<file path="config.mk">
export PLATFORM = sky130hd
export DESIGN_NAME = instr_encoder
export DESIGN_NICKNAME = d
export VERILOG_FILES = /design/src/rtl/enc_pkg.sv /design/src/rtl/instr_pack.sv /design/src/rtl/instr_encoder.sv
export SDC_FILE = /design/constraint.sdc
export NUM_CORES = 1
export LEC_CHECK = 0
export BUFFER_PORTS_ARGS = -buffer_cell sky130_fd_sc_hd__buf_2
export CAP_MARGIN = 5
export CORE_ASPECT_RATIO = 0.5
export CORE_MARGIN = 4
export CORE_UTILIZATION = 47
export DETAILED_ROUTE_END_ITERATION = 10
export MAX_ROUTING_LAYER = met4
export PLACE_DENSITY = 0.8
export SYNTH_ARGS = -nofsm -noshare
export SYNTH_HDL_FRONTEND = slang
export SYNTH_SLANG_ARGS = --single-unit
</file>
<file path="constraint.sdc">
create_clock -name clk -period 2.14 [get_ports clk]
set_input_delay 0.428 -clock clk [delete_from_list [all_inputs] [get_ports clk]]
set_output_delay 0.428 -clock clk [all_outputs]
set_load 0.005 [all_outputs]
</file>
<file path="src/rtl/enc_pkg.sv">
// Shared definitions for the instruction encoder: kinds, opcodes, functs, field layout.
// Jump kinds (JR, J, JAL) are only legal when ENC_JUMP_EN is defined.
package enc_pkg;

    localparam int unsigned WORD_W = 32;
    localparam int unsigned KIND_W = 4;
    localparam int unsigned OP_W   = 6;
    localparam int unsigned REG_W  = 5;
    localparam int unsigned IMM_W  = 16;
    localparam int unsigned TGT_W  = 26;

    localparam int unsigned OP_LSB = 26;
    localparam int unsigned RS_LSB = 21;
    localparam int unsigned RT_LSB = 16;
    localparam int unsigned RD_LSB = 11;
    localparam int unsigned SH_LSB = 6;

    typedef enum logic [KIND_W-1:0] {
        K_ADD  = 4'd0,
        K_SUB  = 4'd1,
        K_AND  = 4'd2,
        K_OR   = 4'd3,
        K_SLT  = 4'd4,
        K_JR   = 4'd5,
        K_SLL  = 4'd6,
        K_ADDI = 4'd7,
        K_ORI  = 4'd8,
        K_LW   = 4'd9,
        K_SW   = 4'd10,
        K_BEQ  = 4'd11,
        K_J    = 4'd12,
        K_JAL  = 4'd13
    } kind_e;

    typedef enum logic {S_IDLE, S_HOLD} state_e;

    localparam logic [OP_W-1:0] FN_ADD = 6'd32;
    localparam logic [OP_W-1:0] FN_SUB = 6'd34;
    localparam logic [OP_W-1:0] FN_AND = 6'd36;
    localparam logic [OP_W-1:0] FN_OR  = 6'd37;
    localparam logic [OP_W-1:0] FN_SLT = 6'd42;
    localparam logic [OP_W-1:0] FN_JR  = 6'd8;
    localparam logic [OP_W-1:0] FN_SLL = 6'd0;

    localparam logic [OP_W-1:0] OPC_ADDI = 6'd8;
    localparam logic [OP_W-1:0] OPC_ORI  = 6'd13;
    localparam logic [OP_W-1:0] OPC_LW   = 6'd35;
    localparam logic [OP_W-1:0] OPC_SW   = 6'd43;
    localparam logic [OP_W-1:0] OPC_BEQ  = 6'd4;
    localparam logic [OP_W-1:0] OPC_J    = 6'd2;
    localparam logic [OP_W-1:0] OPC_JAL  = 6'd3;

    function automatic logic [WORD_W-1:0] r_word(logic [REG_W-1:0] rs, logic [REG_W-1:0] rt,
                                                 logic [REG_W-1:0] rd, logic [REG_W-1:0] sh,
                                                 logic [OP_W-1:0] funct);
        return (WORD_W'(rs) << RS_LSB) | (WORD_W'(rt) << RT_LSB) | (WORD_W'(rd) << RD_LSB)
             | (WORD_W'(sh) << SH_LSB) | WORD_W'(funct);
    endfunction

    function automatic logic [WORD_W-1:0] i_word(logic [OP_W-1:0] op, logic [REG_W-1:0] rs,
                                                 logic [REG_W-1:0] rt, logic [IMM_W-1:0] imm);
        return (WORD_W'(op) << OP_LSB) | (WORD_W'(rs) << RS_LSB) | (WORD_W'(rt) << RT_LSB)
             | WORD_W'(imm);
    endfunction

    function automatic logic [WORD_W-1:0] j_word(logic [OP_W-1:0] op, logic [TGT_W-1:0] target);
        return (WORD_W'(op) << OP_LSB) | WORD_W'(target);
    endfunction

endpackage

</file>
<file path="src/rtl/instr_pack.sv">
// Combinational map from request kind and fields to a 32-bit word plus an illegal flag.
// ENC_JUMP_EN enables JR, J and JAL; without it those kinds report illegal.
module instr_pack
    import enc_pkg::*;
(
    input  logic [KIND_W-1:0] kind,
    input  logic [REG_W-1:0]  rs,
    input  logic [REG_W-1:0]  rt,
    input  logic [REG_W-1:0]  rd,
    input  logic [REG_W-1:0]  shamt,
    input  logic [IMM_W-1:0]  imm,
    input  logic [TGT_W-1:0]  target,
    output logic [WORD_W-1:0] word,
    output logic              illegal
);

    // shamt is only meaningful for SLL; SLL has no rs; JR carries only rs
    always_comb begin
        word    = '0;
        illegal = 1'b0;
        case (kind)
            K_ADD:  word = r_word(rs, rt, rd, '0, FN_ADD);
            K_SUB:  word = r_word(rs, rt, rd, '0, FN_SUB);
            K_AND:  word = r_word(rs, rt, rd, '0, FN_AND);
            K_OR:   word = r_word(rs, rt, rd, '0, FN_OR);
            K_SLT:  word = r_word(rs, rt, rd, '0, FN_SLT);
            K_SLL:  word = r_word('0, rt, rd, shamt, FN_SLL);
            K_ADDI: word = i_word(OPC_ADDI, rs, rt, imm);
            K_ORI:  word = i_word(OPC_ORI, rs, rt, imm);
            K_LW:   word = i_word(OPC_LW, rs, rt, imm);
            K_SW:   word = i_word(OPC_SW, rs, rt, imm);
            K_BEQ:  word = i_word(OPC_BEQ, rs, rt, imm);
`ifdef ENC_JUMP_EN
            K_JR:   word = r_word(rs, '0, '0, '0, FN_JR);
            K_J:    word = j_word(OPC_J, target);
            K_JAL:  word = j_word(OPC_JAL, target);
`endif
            default: illegal = 1'b1;
        endcase
    end

endmodule

</file>
<file path="src/rtl/instr_encoder.sv">
// Encodes instruction requests into words and streams them into instruction memory.
// Single-entry output register with ready/valid handshake; ENC_JUMP_EN enables jump kinds.
module instr_encoder
    import enc_pkg::*;
#(
    parameter int unsigned ADDR_W = 10
) (
    input  logic              clk,
    input  logic              rst_n,
    input  logic              req_valid,
    output logic              req_ready,
    input  logic [3:0]        req_kind,
    input  logic [4:0]        rs,
    input  logic [4:0]        rt,
    input  logic [4:0]        rd,
    input  logic [4:0]        shamt,
    input  logic [15:0]       imm,
    input  logic [25:0]       target,
    input  logic              restart,
    output logic              imem_we,
    input  logic              imem_ready,
    output logic [ADDR_W-1:0] imem_addr,
    output logic [31:0]       imem_wdata,
    output logic              err_illegal,
    output logic [15:0]       words_written
);

    logic [WORD_W-1:0] word;
    logic              illegal;
    logic              accept;
    logic              write;
    logic              load;
    logic              restart_pend;
    state_e            state;

    instr_pack u_pack (
        .kind    (req_kind),
        .rs      (rs),
        .rt      (rt),
        .rd      (rd),
        .shamt   (shamt),
        .imm     (imm),
        .target  (target),
        .word    (word),
        .illegal (illegal)
    );

    assign req_ready = !imem_we || imem_ready;
    assign accept    = req_valid && req_ready;
    assign write     = imem_we && imem_ready;
    assign load      = accept && !illegal;

    // A restart seen while a word is stalled is deferred so the held address stays stable
    always_ff @(posedge clk or negedge rst_n) begin
        if (!rst_n) begin
            state         <= S_IDLE;
            imem_we       <= 1'b0;
            imem_addr     <= '0;
            imem_wdata    <= '0;
            err_illegal   <= 1'b0;
            words_written <= '0;
            restart_pend  <= 1'b0;
        end else begin
            if (accept && illegal) begin
                err_illegal <= 1'b1;
            end
            if (write && words_written != 16'hFFFF) begin
                words_written <= words_written + 16'd1;
            end

            if (write) begin
                imem_addr    <= (restart || restart_pend) ? '0 : imem_addr + ADDR_W'(4);
                restart_pend <= 1'b0;
            end else if (restart) begin
                if (imem_we) begin
                    restart_pend <= 1'b1;
                end else begin
                    imem_addr <= '0;
                end
            end

            case (state)
                S_IDLE: begin
                    if (load) begin
                        state      <= S_HOLD;
                        imem_we    <= 1'b1;
                        imem_wdata <= word;
                    end
                end
                S_HOLD: begin
                    if (write) begin
                        if (load) begin
                            imem_wdata <= word;
                        end else begin
                            state   <= S_IDLE;
                            imem_we <= 1'b0;
                        end
                    end
                end
                default: begin
                    state   <= S_IDLE;
                    imem_we <= 1'b0;
                end
            endcase
        end
    end

endmodule

</file>
==> impl_metrics.ini, run 1 <==
[status]
status = complete, no violations

[sta]
setup_viol = 0
min_period_over_period_pct = 86.39
min_period_ns = 1.849
max_freq_ghz = 0.5409
setup_tns_ns = 0
hold_viol_final = 0
rsz0062_at_grt = no
tightest_slew_ns = 0.5849
fin_skew_ns = 0.005198
slew_headroom_pct = 59.89
maxSlewViolCount = 0

[clock_network]
clock_path_buffers = 2
cts_max_level = 3
post_cts_resized = 0
clock_latency_ns = 0.32
numClockSinks = 58
cts-root-buf = clkbuf_16
cts-buffers-inserted = 9
cts_tree = yes
ctsHoldBuffers = 0
clk_pin_slew_ns = 0.05
cts_setup_buffers = 0

[place]
globalplace.congestion = 0.8000
dpl-instance-area_um2 = 3475
dp_hpwl_um = 5031
port_buffers = 102

[min_path]
holdCritPathClass = input port to async pin

[synthesis]
async_flop_share_pct = 100.0
synth_top_family_by_area = simple AND/OR/NAND/NOR gates
synthFlopType = dfrtp_1
syn_avg_cell_area_um2 = 11.25
synthAdderAreaFrac_pct = 0.8658
synthTopCellsByArea = dfrtp_1 (50%), mux2_2 (7.8%), a22o_1 (4.8%), o21ai_0 (2.8%), mux2_4 (2.6%)
synthSimpleGateAreaFrac_pct = 15.45
yosysTopAreaCellShare_pct = 50.22
netlist_area_um2 = 2890
synth_compound_area_share_pct = 12.68
synthMuxAreaShare_pct = 11.77
syn_inst = 257
synth_xor_area_share_pct = 4.545
yosysSeqAreaShare_pct = 50.22
yosysTopAreaCell = dfrtp_1
synth_edf_count = 0
synthDistinctLibCells = 48
ys_warn_count = 0
synth_seq_cells = 58

[layout]
syn_to_final_growth_pct = 30.35
final_cell_mix = buf_2 (102), dfrtp_1 (58), mux2_2 (20), nand2_1 (17)
drive_above_1_share_pct = 42.55
design_area_um2 = 3767
num-fill-cells = 441
multiInputGateArea_um2 = 1326
final_common_cell = buf_2
seqCellArea_um2 = 1451
antenna_cells = 0
final_net_count = 439

[global_routing]
grt_pass1_vias = 2395
grt-ovfl-total = 0
grt_pass1_wl_um = 11760
antenna_found_initial = 0
gr-usage-all-layers_pct = 19.96
grt_max_degree = 38

[setup_path]
criticalPathCategory = register to register
end_kind = register
arrival_ns = 2.05
start_kind = register
crit_fanout = 12
reg2reg_depth = 4
crit_required_ns = 2.34

[power_and_ir_drop]
p_per_area_nw_per_um2 = 730.0
peakVddDrop_uv = 494.9
cellLeakagePower_nw = 2.014

[flow_run]
drv_cap = 0

[detailed_routing]
drtIter0Drc = 106
wire_per_inst_um = 15.56
drc = 0
routed_wl_um = 6878
first_pass_iters = 4
vias = 2409
detail-route-antenna-nets = 0
avgViaCountPerCell = 5.450

[floorplanning]
die-area_um2 = 7544
ios = 132
die_h_um = 63.45
core.rowCount = 19
initial_core_util_pct = 50.66
core_um2 = 5705
die_width_um = 118.9
## worst paths after layout
path,startpoint,slack [ns],end
min reg2reg,state,0.46,imem_we
min in group clk,rt[1],0.34,imem_wdata[17]
max,imem_we,0.29,words_written[14]
max reg2reg,imem_we,0.29,words_written[14]
min,rst_n,0.09,imem_wdata[3]
max in group asynchronous,rst_n,1.47,words_written[6]
## synthesized netlist by cell type, drive strengths merged (4+ instances only)
cell type	count
o21ai	18
inv	6
nor3	4
nand3	9
a31oi	6
mux2i	4
nor2	11
xor2	8
mux2	25
a22o	16
and3	6
xnor2	7
buf	13
nand4	11
dfrtp	58
a21oi	6
nand2	18
## worst max-delay path, stage by stage, from the launching register on
cell	delay [ns]
dfrtp_1	0.58
nand2_1	0.25
nor2_1	0.44
nand4_1	0.16
mux2_2	0.29
## layer usage
metal,up-vias,track usage (%),wire length [um]
met5,-,-,0
met4,0,5.051,81
met1,1179,23.65,2893
met2,73,33.43,3542
li1,1151,-,-
met3,6,6.345,361
## metrics by stage
stage / hold slack (ns) / std cells / power [W] / util (%) / setup slack (ns)
CTS: 0.1010 / 442 / 0.002776 / 66.03 / 0.3154
detailed placement: 0.4415 / 428 / 0.001366 / 60.90 / 0.1997
finish: 0.08842 / 442 / 0.002750 / 66.03 / 0.2914
global route: 0.1153 / 442 / 0.002875 / 66.03 / 0.1625
global placement: 0.4243 / 428 / 0.001355 / 60.90 / 0.2548
floorplan: 0.1324 / 259 / 0.001255 / - / 0.4737
## logic make-up after synthesis
group,after synthesis
and+or+nand+nor,78
DFF,58
AOI/OAI and AO/OA,54
muxes,29
buffers and inverters,20
xor gates and xnor gates,15
adders and majority gates,2
other,1
## report_power, final
group          total, W  internal [W]  switching, W
Combinational  0.000209      0.000104      0.000104
Clock           0.00140      0.000944      0.000459
Sequential      0.00114       0.00112     0.0000139
Total           0.00275       0.00217      0.000577
## sequential cells by signal (all words and copies together) (netlist names)
name / count
restart_pend: 1
state: 1
err_illegal: 1
imem_wdata: 30
words_written: 16
imem_addr: 8
imem_we: 1
## area by class of cell
cell class,instances,area share (%)
flip-flops and latches,58,38.53
inverters,6,0.5978
clock inverters,3,1.063
repair buffers,110,15.48
well taps,73,2.424
multi-input cells,181,35.20
clock buffers,11,6.709
(Power assumes the default switching activity.)
==> inputs of run 2 (changes only) <==
--- a/config.mk
+++ b/config.mk
@@ -8,7 +8,6 @@
 export BUFFER_PORTS_ARGS = -buffer_cell sky130_fd_sc_hd__buf_2
 export CAP_MARGIN = 5
 export CORE_ASPECT_RATIO = 0.5
-export CORE_MARGIN = 4
 export CORE_UTILIZATION = 47
 export DETAILED_ROUTE_END_ITERATION = 10
 export MAX_ROUTING_LAYER = met4
==> impl_metrics.ini, run 2 (synthesis gave the netlist of run 1 again) <==
[status]
status = complete, no violations

[layout]
final_common_cell = buf_2
multiInputGateArea_um2 = 1326
max_flop_register = imem_wdata
syn_to_final_growth_pct = 31.47
top_regs = imem_wdata: 30 flops, words_written: 16 flops, imem_addr: 8 flops
final_util_pct = 66.60
largest_register_ffs = 30
final_cell_mix = buf_2 (102), dfrtp_1 (58), mux2_2 (20), nand2_1 (17)
final_net_count = 438
seqCellArea_um2 = 1451
drive_above_1_share_pct = 42.43
num-fill-cells = 444
antenna_cells = 0

[global_routing]
antenna_found_initial = 0
grt_pass1_wl_um = 11430
grt-ovfl-total = 0
grt_pass1_vias = 2438
gr-usage-all-layers_pct = 23.72
grt_max_degree = 59

[clock_network]
cts-buffers-inserted = 9
cts_setup_buffers = 0
cts_tree = yes
ctsHoldBuffers = 0
post_cts_resized = 0
clock_latency_ns = 0.32
clock_path_buffers = 2
numClockSinks = 58
cts-root-buf = clkbuf_16
cts_max_level = 3
clk_pin_slew_ns = 0.05

[place]
dp_hpwl_um = 4868
port_buffers = 102
globalplace.congestion = 0.7972

[setup_path]
rr_startpoint = words_written[1]
crit_chain = ha_1 > nand3_1 > nor2_1 > nand4_1 > mux2_2
worst-path-stages = 5
crit_family = simple AND/OR/NAND/NOR gates
end_kind = register
crit_fanout = 7
r2r_slack_ns = 0.23
cp-endpoint = words_written[14]
slowest_delay_ns = 0.45
slowest_stage = nor2_1
cp_num_buf_inv = 0
startpoint = words_written[1]
crit_required_ns = 2.34
criticalPathCategory = register to register
reg2reg_depth = 5
start_kind = register
r2r-end = words_written[14]
arrival_ns = 2.11

[power_and_ir_drop]
seqPwrFrac_pct = 39.8
swShare_pct = 20.58
peakVddDrop_uv = 579.3
share_comb_of_total_power_pct = 7.3
p_per_area_nw_per_um2 = 753.4
p_clk_share_pct = 52.9
cellLeakagePower_nw = 2.019
p_switching_w = 0.0005891
p_int_w = 0.002274
total_power_w = 0.002863

[detailed_routing]
vias = 2433
routed_wl_um = 6980
drtIter0Drc = 98
drc = 0
avgViaCountPerCell = 5.492
wire_per_inst_um = 15.76
first_pass_iters = 4
detail-route-antenna-nets = 0

[floorplanning]
core_um2 = 5705
core.rowCount = 19
initial_core_util_pct = 50.66
die_width_um = 112.9
die-area_um2 = 6486
die_h_um = 57.45
ios = 132

[sta]
slew_headroom_pct = 57.53
max_freq_ghz = 0.5223
maxSlewViolCount = 0
min_period_ns = 1.915
fin_skew_ns = 0.003124
setup_tns_ns = 0
rsz0062_at_grt = no
hold_viol_final = 0
min_period_over_period_pct = 89.47
setup_viol = 0
tightest_slew_ns = 0.6193

[flow_run]
drv_cap = 0

[min_path]
holdCritPathClass = input port to async pin
run 2: how the worst min path moves through the flow:
| stage | start | endpoint | slack [ns] | cells past startpoint |
|---|---|---|---|---|
| 2_1_floorplan | rst_n | err_illegal | 0.13 | 0 |
| 3_3_place_gp | rst_n | imem_wdata[3] | 0.45 | 2 |
| 3_5_place_dp | rst_n | imem_wdata[2] | 0.45 | 2 |
| 4_1_cts | rst_n | imem_wdata[26] | 0.11 | 2 |
| 5_1_grt | rst_n | imem_wdata[11] | 0.13 | 2 |
| 6_report | rst_n | imem_wdata[2] | 0.1 | 2 |
run 2: area by class of cell:
| class | count | share of cell area [%] |
|---|---|---|
| well taps | 73 | 2.404 |
| flip-flops and latches | 58 | 38.20 |
| clock inverters | 5 | 2.041 |
| inverters | 6 | 0.5927 |
| repair buffers | 109 | 15.48 |
| clock buffers | 11 | 6.388 |
| multi-input cells | 181 | 34.90 |
run 2: metal layers:
metal	vias up	GRT usage (%)	share of wire, %
met1	1190	27.25	42
met2	76	39.86	52
met4	0	7.707	1.4
li1	1155	-	-
met3	12	7.864	4.9
met5	-	-	0
run 2: per-stage QoR:
stage | std cells | setup slack [ns] | instance area [um^2] | hold WS (ns)
after global placement | 427 | 0.2408 | 3480 | 0.4470
after floorplan | 259 | 0.4737 | 2898 | 0.1324
after detailed placement | 427 | 0.1789 | 3480 | 0.4539
after global routing | 443 | 0.1106 | 3800 | 0.1330
after CTS | 443 | 0.2380 | 3800 | 0.1103
final | 443 | 0.2254 | 3800 | 0.09785
run 2: power groups by stage:
stage / clock network (W) / logic, W / registers [W]
floorplan: 0 / 0.0000971 / 0.00116
global placement: 0 / 0.000201 / 0.00115
detailed placement: 0 / 0.000209 / 0.00116
CTS: 0.00155 / 0.000212 / 0.00114
global route: 0.00160 / 0.000234 / 0.00114
finish: 0.00151 / 0.000210 / 0.00114
run 2: worst register-to-register path: cells and delay by family (launching register included):
family                     cells  cell delay, ns
and+or+nand+nor                3            0.83
muxes                          1            0.29
DFF                            1            0.44
adders and majority gates      1            0.25
